--- src/rtl/si570_arb_pkg.sv ---
// Shared types and constants for the Si-570 programmer arbiter.
package si570_arb_pkg;

    typedef enum logic [1:0] {
        ST_IDLE,
        ST_GUARD,
        ST_WAIT,
        ST_FINISH
    } arb_state_t;

    // Cycles after pgm_start during which pgm_done is still stale from the previous operation.
    localparam int GUARD_CYCLES = 2;

    function automatic logic [31:0] timeout_load(input int unsigned clock_freq,
                                                 input int unsigned timeout_ms);
        logic [63:0] cycles;
        cycles = (64'(clock_freq) / 64'd1000) * 64'(timeout_ms);
        return cycles[31:0];
    endfunction

endpackage

--- src/rtl/si570_rr_pick.sv ---
// Combinational round-robin picker: first pending requester at or after ptr, wrapping.
module si570_rr_pick #(
    parameter int NUM_REQ = 3,
    parameter int IDX_W   = $clog2(NUM_REQ)
) (
    input  logic [NUM_REQ-1:0] pending,
    input  logic [IDX_W-1:0]   ptr,
    output logic [NUM_REQ-1:0] grant,
    output logic [IDX_W-1:0]   index
);

    logic [IDX_W:0] cand;
    logic           found;

    always_comb begin
        grant = '0;
        index = '0;
        found = 1'b0;
        cand  = '0;
        for (int k = 0; k < NUM_REQ; k++) begin
            cand = {1'b0, ptr} + (IDX_W+1)'(k);
            if (cand >= (IDX_W+1)'(NUM_REQ)) begin
                cand = cand - (IDX_W+1)'(NUM_REQ);
            end
            if (!found && pending[cand[IDX_W-1:0]]) begin
                found = 1'b1;
                index = cand[IDX_W-1:0];
            end
        end
        if (found) begin
            grant[index] = 1'b1;
        end
    end

endmodule

--- src/rtl/si570_pgm_arbiter.sv ---
// Round-robin arbiter sharing one Si-570 programmer among NUM_REQ requesters,
// with per-operation watchdog and per-requester done/fault reporting.
module si570_pgm_arbiter
    import si570_arb_pkg::*;
#(
    parameter int          NUM_REQ    = 3,
    parameter int unsigned CLOCK_FREQ = 200000000,
    parameter int unsigned TIMEOUT_MS = 50
) (
    input  logic               clk,
    input  logic               resetn,
    input  logic [NUM_REQ-1:0] req_start,
    input  logic [NUM_REQ-1:0] req_target,
    output logic [NUM_REQ-1:0] req_busy,
    output logic [NUM_REQ-1:0] req_done,
    output logic [NUM_REQ-1:0] req_fault,
    output logic [NUM_REQ-1:0] grant,
    output logic               pgm_start,
    output logic               which_si570,
    input  logic               pgm_done,
    input  logic               pgm_fault,
    output logic               timeout_seen
);

    localparam int               IDX_W        = $clog2(NUM_REQ);
    localparam logic [31:0]      TIMEOUT_LOAD = timeout_load(CLOCK_FREQ, TIMEOUT_MS);
    localparam logic [IDX_W-1:0] LAST_IDX     = IDX_W'(NUM_REQ - 1);

    arb_state_t         state_reg, state_next;
    logic [1:0]         guard_reg, guard_next;
    logic [31:0]        wd_reg, wd_next;
    logic [IDX_W-1:0]   ptr_reg, ptr_next;
    logic [IDX_W-1:0]   owner_reg, owner_next;
    logic [NUM_REQ-1:0] pending_reg, pending_next;
    logic [NUM_REQ-1:0] target_reg, target_next;
    logic [NUM_REQ-1:0] grant_reg, grant_next;
    logic [NUM_REQ-1:0] done_reg, done_next;
    logic [NUM_REQ-1:0] fault_reg, fault_next;
    logic               pgm_start_reg, pgm_start_next;
    logic               which_reg, which_next;
    logic               timeout_seen_reg, timeout_seen_next;
    logic [NUM_REQ-1:0] clear, accept, pick_grant;
    logic [IDX_W-1:0]   pick_index;

    si570_rr_pick #(
        .NUM_REQ (NUM_REQ),
        .IDX_W   (IDX_W)
    ) u_pick (
        .pending (pending_reg),
        .ptr     (ptr_reg),
        .grant   (pick_grant),
        .index   (pick_index)
    );

    always_ff @(posedge clk or negedge resetn) begin
        if (!resetn) begin
            state_reg        <= ST_IDLE;
            guard_reg        <= '0;
            wd_reg           <= '0;
            ptr_reg          <= '0;
            owner_reg        <= '0;
            pending_reg      <= '0;
            target_reg       <= '0;
            grant_reg        <= '0;
            done_reg         <= '0;
            fault_reg        <= '0;
            pgm_start_reg    <= 1'b0;
            which_reg        <= 1'b0;
            timeout_seen_reg <= 1'b0;
        end else begin
            state_reg        <= state_next;
            guard_reg        <= guard_next;
            wd_reg           <= wd_next;
            ptr_reg          <= ptr_next;
            owner_reg        <= owner_next;
            pending_reg      <= pending_next;
            target_reg       <= target_next;
            grant_reg        <= grant_next;
            done_reg         <= done_next;
            fault_reg        <= fault_next;
            pgm_start_reg    <= pgm_start_next;
            which_reg        <= which_next;
            timeout_seen_reg <= timeout_seen_next;
        end
    end

    always_comb begin
        state_next        = state_reg;
        guard_next        = guard_reg;
        wd_next           = (wd_reg == '0) ? '0 : wd_reg - 32'd1;
        ptr_next          = ptr_reg;
        owner_next        = owner_reg;
        grant_next        = grant_reg;
        done_next         = '0;
        fault_next        = fault_reg;
        pgm_start_next    = 1'b0;
        which_next        = which_reg;
        timeout_seen_next = timeout_seen_reg;
        clear             = '0;

        case (state_reg)
            ST_IDLE: begin
                if (|pending_reg) begin
                    grant_next     = pick_grant;
                    owner_next     = pick_index;
                    which_next     = target_reg[pick_index];
                    pgm_start_next = 1'b1;
                    wd_next        = TIMEOUT_LOAD;
                    guard_next     = '0;
                    ptr_next       = (pick_index == LAST_IDX) ? '0 : pick_index + 1'b1;
                    state_next     = ST_GUARD;
                end
            end
            ST_GUARD: begin
                if (guard_reg == 2'(GUARD_CYCLES - 1)) begin
                    state_next = ST_WAIT;
                end else begin
                    guard_next = guard_reg + 2'd1;
                end
            end
            ST_WAIT: begin
                // A real completion beats a simultaneous watchdog expiry.
                if (pgm_done || wd_reg == '0) begin
                    done_next[owner_reg]  = 1'b1;
                    fault_next[owner_reg] = pgm_done ? pgm_fault : 1'b1;
                    timeout_seen_next     = timeout_seen_reg | ~pgm_done;
                    clear[owner_reg]      = 1'b1;
                    grant_next            = '0;
                    state_next            = ST_FINISH;
                end
            end
            ST_FINISH: begin
                state_next = ST_IDLE;
            end
            default: begin
                state_next = ST_IDLE;
            end
        endcase

        // A new strobe from the requester being retired re-arms it in the same cycle.
        accept       = req_start & (~pending_reg | clear);
        pending_next = (pending_reg & ~clear) | accept;
        target_next  = (target_reg & ~accept) | (req_target & accept);
    end

    assign req_busy     = pending_reg;
    assign req_done     = done_reg;
    assign req_fault    = fault_reg;
    assign grant        = grant_reg;
    assign pgm_start    = pgm_start_reg;
    assign which_si570  = which_reg;
    assign timeout_seen = timeout_seen_reg;

endmodule

--- config.mk ---
export PLATFORM = sky130hd
export DESIGN_NAME = si570_pgm_arbiter
export DESIGN_NICKNAME = d
export VERILOG_FILES = /design/src/rtl/si570_arb_pkg.sv /design/src/rtl/si570_rr_pick.sv /design/src/rtl/si570_pgm_arbiter.sv
export SDC_FILE = /design/constraint.sdc
export NUM_CORES = 1
export LEC_CHECK = 0
export CAP_MARGIN = 20
export CORE_ASPECT_RATIO = 0.7
export CORE_UTILIZATION = 60
export CTS_CLUSTER_SIZE = 25
export DETAILED_ROUTE_END_ITERATION = 7
export DONT_BUFFER_PORTS = 1
export GPL_TIMING_DRIVEN = 1
export MAX_ROUTING_LAYER = met4
export PLACE_DENSITY_LB_ADDON = 0.3
export SLEW_MARGIN = 40
export SYNTH_ARGS = -nofsm -noshare
export SYNTH_HDL_FRONTEND = slang
export SYNTH_SLANG_ARGS = --single-unit
--- constraint.sdc ---
create_clock -name clk -period 2.5 [get_ports clk]
set_clock_uncertainty 0.05 [all_clocks]
set_input_delay 0.125 -clock clk [delete_from_list [all_inputs] [get_ports clk]]
set_output_delay 0.125 -clock clk [all_outputs]
set_load 0.01 [all_outputs]
==> results by group, run 1 <==
Outcome
  – Run status: finished clean

Clocking
  – Clock sinks: between 50 and 60
  – Clock Path Buffers: 2
  – CTS tree: yes
  – Root Buffer: clkbuf_8
  – Clk pin slew, worst setup/hold paths: around 0.060 ns
  – Latest clock arrival within the worst-skew pair: 0.34 ns
  – H-Tree Depth: 3
  – Total CTS buffers: 9

Worst setup path
  – CP most frequent cell: nor4_2
  – Reg2Reg Depth: 5
  – Worst Setup SP: wd_reg[21]
  – Req. time, crit path: 2.68 ns
  – R2R Setup Slk: 0.12 ns
  – Crit-path max FO: 6
  – Critical path launch point type: register
  – CP arrival: roughly 2.6 ns
  – CP max stage cell: dlygate4sd3_1
  – Crit. End Element: register
  – Critical Path Max Stage Delay: 0.56 ns
  – Reg2reg end: req_busy[0]
  – WS Path Type: reg2reg
  – Worst path cell trace: nor4_2, nand4_4, nor4_2, o21bai_1, dlygate4sd3_1
  – Critical R2R Launch: wd_reg[21]

Run
  – Max_cap viols: 0

Global route
  – Number of global-route vias before repair: ~2300
  – First-pass GRT wire length: 11100 µm
  – Largest net degree at the start of global routing: approximately 60
  – Initial antenna violation count: 0
  – GRT overflow: 0
  – GRT Total Usage: 0.280

Route
  – Drt pass-1 iters: 4
  – Routed via count: 2255
  – Avg WL per Cell: 16.7 µm
  – DRC Markers: 0
  – DR iter-0 viols: 165
  – Antenna Violating Nets Remaining: 0
  – DRT Wirelength: 6610 µm
  – DR vias/cell: 5.71

Timing
  – TNS Setup: 0 ns
  – Tmin final: 2.38 ns
  – Rel. slew slack: 0.638
  – RSZ-0062 raised after global routing: false
  – Part of the cycle the worst path needs: 0.952
  – Hold_ws: ~0.026 ns
  – Count of final max-slew check failures: 0
  – Final hold vios: 0
  – Final setup fails: 0
  – Fmax: 0.420 GHz
  – Least-Margin Pin Slew: 0.536 ns

Power
  – Power per cell area: about 1000 nW/µm²
  – Int Pwr: 2.18 mW
  – Clock Power Share: 0.203
  – P_leak: 1.51 nW
  – Sw Ratio: 0.396
  – Combinational power share: 0.407
  – NetSw: 1.43 mW
  – Maximum vdd ir drop: 0.779 mV
  – Sequential share of power: 0.390

Die
  – Die extent in x: 88.0 µm
  – FP Rows: 21
  – Starting Density: 0.636
  – Core Box Area: around 5000 µm²
  – Top Ports: 25
  – Vert. Die Dim: around 62 µm
  – Die footprint: 5480 µm²

Placed design
  – HPWL after DPL: between 4000 and 5000 µm
  – Port Buffers: 0
  – GPL Wtd Cong: 0.921

Synthesis
  – Area leader, netlist: dfrtp_1
  – Synth top area cells: dfrtp_1 (47%), xor2_1 (4.8%), nor2_1 (4.0%)
  – Synth unique cells: 60
  – Avg Cell Area, Syn: 10.3 µm²
  – Synthesized area: ~3100 µm²
  – Post-synth EDFFs: 0
  – FFs w/ async S/R, synth: 1.00
  – Register area share after synthesis: 0.467
  – Syn nets: 321
  – Gate Count Post-Synth: 302
  – Primary FF master, synth: dfrtp_1
  – Synth Warn #: 0
  – Register bit total from synthesis: 58
  – Yosys top cell area share: 0.467

Layout
  – Commonest non-fill, non-tap cell in the layout: dfrtp_1
  – Fin nets: 340
  – Max reg flops: 32
  – Share of cells above drive strength 1: 0.123
  – Ant. Diodes: 0
  – Synth-to-Final Area Change: 13.1%
  – Most frequent cells in the layout: dfrtp_1 (58), nor2_1 (33), nand2_1 (18), o21ai_0 (18)

Worst hold path
  – Hold Path Depth: 2
  – HP Class: in2reg
  – Hold_sp: req_start[0]
worst max-delay path by stage:
stage	endpoint	slack, ns
floorplan	state_reg[1]	0.39
finish	req_busy[0]	0.12
global placement	register	0.36
detailed placement	grant[1]	0.26
global route	req_busy[0]	0.004
CTS	req_busy[2]	0.08
worst max-delay path, delay by kind of cell (launching register included):
kind | cells | cell delay, ns
AO/OA/AOI/OAI | 1 | 0.10
AND/OR/NAND/NOR | 3 | 1.13
flip-flops | 1 | 0.42
buffers and inverters | 1 | 0.56
synth_stat cells, types with 4 or more instances:
| cell | instances |
|---|---|
| dfrtp_1 | 58 |
| nor2_1 | 33 |
| nand2_1 | 18 |
| o21ai_0 | 18 |
| inv_1 | 17 |
| xor2_1 | 17 |
| xnor2_1 | 10 |
| ha_1 | 9 |
| a21oi_1 | 8 |
| nand2b_1 | 8 |
| nand3_1 | 8 |
| nor3_1 | 6 |
| clkbuf_1 | 5 |
| nand3b_1 | 5 |
| nand4_1 | 5 |
| nor4_4 | 4 |
| o21ai_1 | 4 |
through the flow:
step	std cells	util	total power [mW]	instance area, µm²	setup WS [ns]
floorplan	302	-	2.48	3110	0.390
global placement	366	0.651	2.76	3180	0.358
detailed placement	366	0.651	2.80	3180	0.259
CTS	393	0.711	3.60	3470	0.0787
global route	395	0.719	3.87	3520	0.00361
finish	395	0.719	3.62	3520	0.120
power groups by stage:
| stage | Sequential (mW) | Clock [mW] | Combinational, mW |
|---|---|---|---|
| after detailed placement | 1.42 | 0 | 1.39 |
| after global placement | 1.40 | 0 | 1.36 |
| after CTS | 1.40 | 0.749 | 1.44 |
| after global routing | 1.44 | 0.798 | 1.63 |
| after floorplan | 1.36 | 0 | 1.12 |
| final | 1.41 | 0.734 | 1.47 |
cell type report:
cell class                 count  area, µm²
inverter                      17       63.8
multi-input combinational    216       1550
clock buffer                  13        149
fill                         365       1370
tap                           69       86.3
clock inverter                 3       15.0
sequential                    58       1450
timing repair buffer          19        200
kinds of logic (layout without fill, tap and decap cells):
| group | Yosys count | count (layout) | share of synthesized area |
|---|---|---|---|
| XOR/XNOR | 27 | 27 | 0.0761 |
| buffers and inverters | 28 | 52 | 0.0427 |
| flip-flops | 58 | 58 | 0.467 |
| multiplexers | 5 | 5 | 0.0177 |
| adder cells (fa/ha/maj) | 9 | 9 | 0.0362 |
| AND/OR/NAND/NOR | 115 | 115 | 0.231 |
| AO/OA/AOI/OAI | 60 | 60 | 0.129 |
repair_timing:
action                     CTS  global route
setup endpoints to repair    0             2
gates resized for setup      0             4
setup buffers                0             2
hold buffers                11             0
hold endpoints to repair    68             0
layer usage:
| metal | part of all wire | global-route usage | up-vias |
|---|---|---|---|
| met3 | 0.056 | 0.0851 | 13 |
| met2 | 0.44 | 0.381 | 65 |
| met5 | 0 | - | - |
| met1 | 0.48 | 0.382 | 1081 |
| li1 | - | - | 1096 |
| met4 | 0.023 | 0.133 | 0 |
Power figures use the tool's default switching activity.
==> run 2: changes to the inputs <==
--- a/config.mk
+++ b/config.mk
@@ -8,6 +8,7 @@
 export CAP_MARGIN = 20
 export CORE_ASPECT_RATIO = 0.7
 export CORE_UTILIZATION = 60
+export CTS_BUF_LIST = sky130_fd_sc_hd__clkbuf_16
 export CTS_CLUSTER_SIZE = 25
 export DETAILED_ROUTE_END_ITERATION = 7
 export DONT_BUFFER_PORTS = 1
==> results by group, run 2 (synthesized netlist as in run 1, its figures left out) <==
Layout
  – Commonest non-fill, non-tap cell in the layout: dfrtp_1
  – Design Area, Final: 3580 µm²
  – Max reg flops: 32
  – Ant. Diodes: 0
  – Synth-to-Final Area Change: 15.3%
  – Most frequent cells in the layout: dfrtp_1 (58), nor2_1 (33), inv_1 (20)
  – Share of cells above drive strength 1: 0.115
  – Fin nets: roughly 340

Placed design
  – GPL Wtd Cong: 0.921
  – HPWL after DPL: 4470 µm
  – Placed cell area: 3180 µm²
  – Port Buffers: 0

Worst setup path
  – WS Path Type: reg2reg
  – Critical path launch point type: register
  – CP most frequent cell: nor4_4
  – Crit. End Element: register
  – Critical Path Max Stage Delay: 0.56 ns
  – Crit-path max FO: 6
  – Worst path cell trace: nor4_4, nand4_4, nor4_4, o21bai_1, dlygate4sd3_1
  – CP max stage cell: dlygate4sd3_1
  – Req. time, crit path: between 2 and 3 ns
  – CP arrival: 2.50 ns

Timing
  – Part of the cycle the worst path needs: 0.939
  – RSZ-0062 raised after global routing: false
  – Rel. slew slack: 0.683
  – Final setup fails: 0
  – TNS Setup: 0 ns
  – Tmin final: around 2.3 ns
  – Fmax: between 0.4 and 0.5 GHz
  – Final hold vios: 0
  – Least-Margin Pin Slew: roughly 0.47 ns
  – Count of final max-slew check failures: 0

Global route
  – Initial antenna violation count: 0
  – First-pass GRT wire length: 11600 µm
  – Number of global-route vias before repair: 2306
  – Largest net degree at the start of global routing: slightly below 60
  – GRT Total Usage: 0.293
  – GRT overflow: 0

Route
  – DRT Wirelength: between 6000 and 7000 µm
  – Drt pass-1 iters: 4
  – DR vias/cell: a little under 6
  – DRC Markers: 0
  – Avg WL per Cell: 17.5 µm
  – DR iter-0 viols: ~160
  – Antenna Violating Nets Remaining: 0
  – Routed via count: 2294

Die
  – Die footprint: roughly 5500 µm²
  – Die extent in x: slightly below 90 µm
  – Starting Density: 0.636
  – Vert. Die Dim: 62.2 µm
  – Top Ports: 25
  – FP Rows: 21
  – Core Box Area: 4890 µm²

Outcome
  – Run status: finished clean

Run
  – Max_cap viols: 0

Clocking
  – Total CTS buffers: 9
  – H-Tree Depth: 3
  – Clock Path Buffers: 2
  – Post-CTS Setup Inserts: 0
  – CTS tree: yes
  – Clock sinks: 58
  – Root Buffer: clkbuf_16
  – Latest clock arrival within the worst-skew pair: 0.33 ns
  – Clk pin slew, worst setup/hold paths: about 0.050 ns

Power
  – Maximum vdd ir drop: between 0.7 and 0.8 mV
  – P_leak: 1.55 nW
  – Power per cell area: 1100 nW/µm²

Worst hold path
  – HP Class: in2reg
==> run 2: cell count changes in the layout (fill, tap and decap cells not counted), sizes merged <==
| cell | previous run | this run |
|---|---|---|
| clkbuf | 13 | 9 |
| inv | 17 | 20 |
| buf | 9 | 7 |
| clkinv | 3 | 4 |
| dlygate4sd3 | 10 | 9 |
==> run 2: final timing paths <==
check | startpoint | endpoint | slack (ns) | cells after the start
setup reg to reg | wd_reg[12] | req_busy[0] | 0.15 | 5
hold reg to reg | wd_reg[0] | wd_reg[0] | 0.43 | 1
setup / recovery | wd_reg[12] | req_busy[0] | 0.15 | 5
hold / removal | req_start[2] | register | 0.008 | 2
min in group asynchronous | resetn | guard_reg[0] | 0.27 | 2
max in group asynchronous | resetn | wd_reg[18] | 1.88 | 2
==> run 2: area by class of cell <==
cell class                 count  area (µm²)
sequential                    58        1450
timing repair buffer          16         175
multi-input combinational    216        1550
clock buffer                   9         225
tap                           69        86.3
fill                         366        1310
inverter                      17        63.8
clock inverter                 7        30.0
==> run 2: report_power, final <==
part           internal (mW)  switching [mW]  total, mW
Clock                  0.647           0.399       1.05
Sequential              1.16           0.249       1.41
Combinational          0.641           0.849       1.49
==> run 2: worst max-delay path: cells and delay by family, from the launching register on <==
family                 cells  cell delay, ns
buffers and inverters      1            0.56
AND/OR/NAND/NOR            3            1.12
AO/OA/AOI/OAI              1            0.08
flip-flops                 1            0.42
==> run 2: layer usage <==
metal,global-route usage,up-vias,wire length [µm]
met1,0.384,1123,3190
met2,0.423,69,3080
li1,-,1088,-
met5,-,-,0
met3,0.104,14,467
met4,0.0988,0,127
==> run 2: repair_timing <==
item | 4_1_cts | 5_1_grt
gates resized for setup | 0 | 4
hold endpoints to repair | 67 | 0
hold buffers | 10 | 0
endpoints found under the setup margin | 0 | 1
==> run 2: through the flow <==
stage | hold slack [ns] | setup WS [ns] | utilization | total power [mW] | instances
3_5_place_dp | -0.219 | 0.259 | 0.651 | 2.80 | 366
4_1_cts | 0.00294 | 0.113 | 0.728 | 3.92 | 392
6_report | 0.00831 | 0.153 | 0.733 | 3.95 | 392
3_3_place_gp | -0.219 | 0.358 | 0.651 | 2.76 | 366
2_1_floorplan | -0.221 | 0.390 | - | 2.48 | 302
5_1_grt | 0.0157 | 0.0357 | 0.733 | 4.20 | 392
==> run 3: changes to the inputs <==
--- a/config.mk
+++ b/config.mk
@@ -15,6 +15,7 @@
 export GPL_TIMING_DRIVEN = 1
 export MAX_ROUTING_LAYER = met4
 export PLACE_DENSITY_LB_ADDON = 0.3
+export SETUP_SLACK_MARGIN = 0.4
 export SLEW_MARGIN = 40
 export SYNTH_ARGS = -nofsm -noshare
 export SYNTH_HDL_FRONTEND = slang
==> results by group, run 3 (synthesized netlist as in run 1, its figures left out) <==
Timing
  – Part of the cycle the worst path needs: 0.885
  – Fmax: between 0.4 and 0.5 GHz
  – Tmin final: 2.21 ns
  – Least-Margin Pin Slew: 0.450 ns
  – Rel. slew slack: 0.696
  – Final hold vios: 0
  – Count of final max-slew check failures: 0
  – TNS Setup: 0 ns
  – Final setup fails: 0
  – Worst setup slack after layout: 0.287 ns
  – RSZ-0062 raised after global routing: true

Route
  – DRC Markers: 0
  – DRT Wirelength: ~8000 µm
  – Antenna Violating Nets Remaining: 0
  – DR vias/cell: 6.21
  – Routed via count: 2577
  – DR iter-0 viols: 217
  – Drt pass-1 iters: 7
  – Avg WL per Cell: around 20 µm

Clocking
  – H-Tree Depth: 3
  – Root Buffer: clkbuf_16
  – Latest clock arrival within the worst-skew pair: 0.33 ns
  – Clk pin slew, worst setup/hold paths: 0.06 ns
  – Total CTS buffers: 9
  – Clock Path Buffers: 2
  – CTS tree: yes
  – Clock sinks: 58

Placed design
  – Port Buffers: 0
  – GPL Wtd Cong: 0.859
  – Setup WS pre-CTS: 0.282 ns
  – Inst Count DP: 367
  – HPWL after DPL: 4520 µm

Layout
  – Synth-to-Final Area Change: 26.4%
  – Max reg flops: 32
  – Fillers: 269
  – Finished Core Util: 0.804
  – Commonest non-fill, non-tap cell in the layout: dfrtp_1
  – Most frequent cells in the layout: dfrtp_1 (56), nor2_1 (33), buf_4 (23)
  – Fin nets: 360
  – Share of cells above drive strength 1: 0.231
  – Non-Filler Instances: 415
  – Ant. Diodes: 0

Die
  – Vert. Die Dim: approximately 62 µm
  – Starting Density: 0.636
  – Die footprint: approximately 5500 µm²
  – FP Rows: 21
  – Top Ports: 25
  – Core Box Area: 4890 µm²
  – Die extent in x: 88.0 µm

Worst hold path
  – HP Class: in2reg
  – Hold Path Depth: 2

Power
  – Power per cell area: 1120 nW/µm²
  – Maximum vdd ir drop: 1.00 mV
  – P_leak: between 1.5 and 2 nW

Worst setup path
  – Req. time, crit path: between 2 and 3 ns
  – Crit. End Element: register
  – WS Path Type: reg2reg
  – Reg2Reg Depth: 6
  – Critical path launch point type: register
  – Crit-path max FO: 5
  – Critical Path Max Stage Delay: ~0.47 ns
  – Worst path cell trace: nor3_4, nand4_4, buf_12, nor4_4, o21ai_1, mux2_1
  – CP arrival: 2.37 ns
  – CP max stage cell: dfrtp_1

Run
  – Max_cap viols: 0

Global route
  – Initial antenna violation count: 0
  – Largest net degree at the start of global routing: 59
  – First-pass GRT wire length: 12300 µm
  – Number of global-route vias before repair: between 2000 and 2500
  – GRT Total Usage: 0.309
  – GRT overflow: 0

Outcome
  – Run status: finished clean
## run 3: cell count changes in the layout (fill, tap and decap cells not counted), moves of 2 or more
cell	before	now
buf_12	1	3
buf_4	5	23
buf_6	0	3
clkinvlp_4	0	2
dfrtp_1	58	56
dfrtp_2	0	2
ha_1	8	5
ha_4	0	3
inv_1	20	14
inv_2	0	4
nor4_2	2	0
nor4_4	5	7
## run 3: worst paths after layout
check,start,end,slack (ns)
max,wd_reg[4],register,0.29
min,pgm_done,timeout_seen,0.04
max reg2reg,wd_reg[4],register,0.29
min reg2reg,wd_reg[0],wd_reg[0],0.42
max in group asynchronous,resetn,wd_reg[30],1.82
min in group asynchronous,resetn,timeout_seen,0.33
## run 3: timing repair
item | 4_1_cts | 5_1_grt
setup buffers | 3 | 18
hold endpoints to repair | 67 | 0
hold buffers | 9 | 0
endpoints found under the setup margin | 31 | 46
pin swaps | 4 | 14
cloned | 0 | 2
resized for setup | 8 | 26
## run 3: critical path, delay by kind of cell, from the launching register on
kind	cells	cell delay (ns)
buffers and inverters	1	0.18
flip-flops	1	0.47
AO/OA/AOI/OAI	1	0.19
AND/OR/NAND/NOR	3	0.86
multiplexers	1	0.34
## run 3: final cells by class
type / instances / area (µm²) / share of cell area
Clock buffer: 9 / 225 / 0.0573
Clock inverter: 7 / 37.5 / 0.00955
Inverter: 17 / 63.8 / 0.0162
Multi-Input combinational cell: 216 / 1660 / 0.423
Sequential cell: 58 / 1450 / 0.370
Tap cell: 69 / 86.3 / 0.0220
Timing Repair Buffer: 39 / 399 / 0.102
## run 3: where the power goes
group / internal [mW] / leakage (nW) / switching [mW]
Sequential: 1.16 / 0.711 / 0.274
Clock: 0.656 / 0.130 / 0.433
Combinational: 0.869 / 0.850 / 0.990
Total: 2.69 / 1.69 / 1.70
## run 3: per-layer routing
metal  share of wire  global-route usage  vias up  routed length, µm
met5               0                   -        -                  0
met4           0.032               0.101        0                267
met3           0.085              0.0984       32                704
met2            0.44               0.416      148               3640
met1            0.44               0.444     1248               3630
li1                -                   -     1149                  -
## run 3: metrics by stage
step	power (mW)	hold slack (ns)	cell area [µm²]
CTS	3.98	0.00102	3640
global route	4.63	0.0406	3930
detailed placement	2.82	-0.219	3200
finish	4.38	0.0432	3930
floorplan	2.50	-0.221	3110
global placement	2.77	-0.219	3200
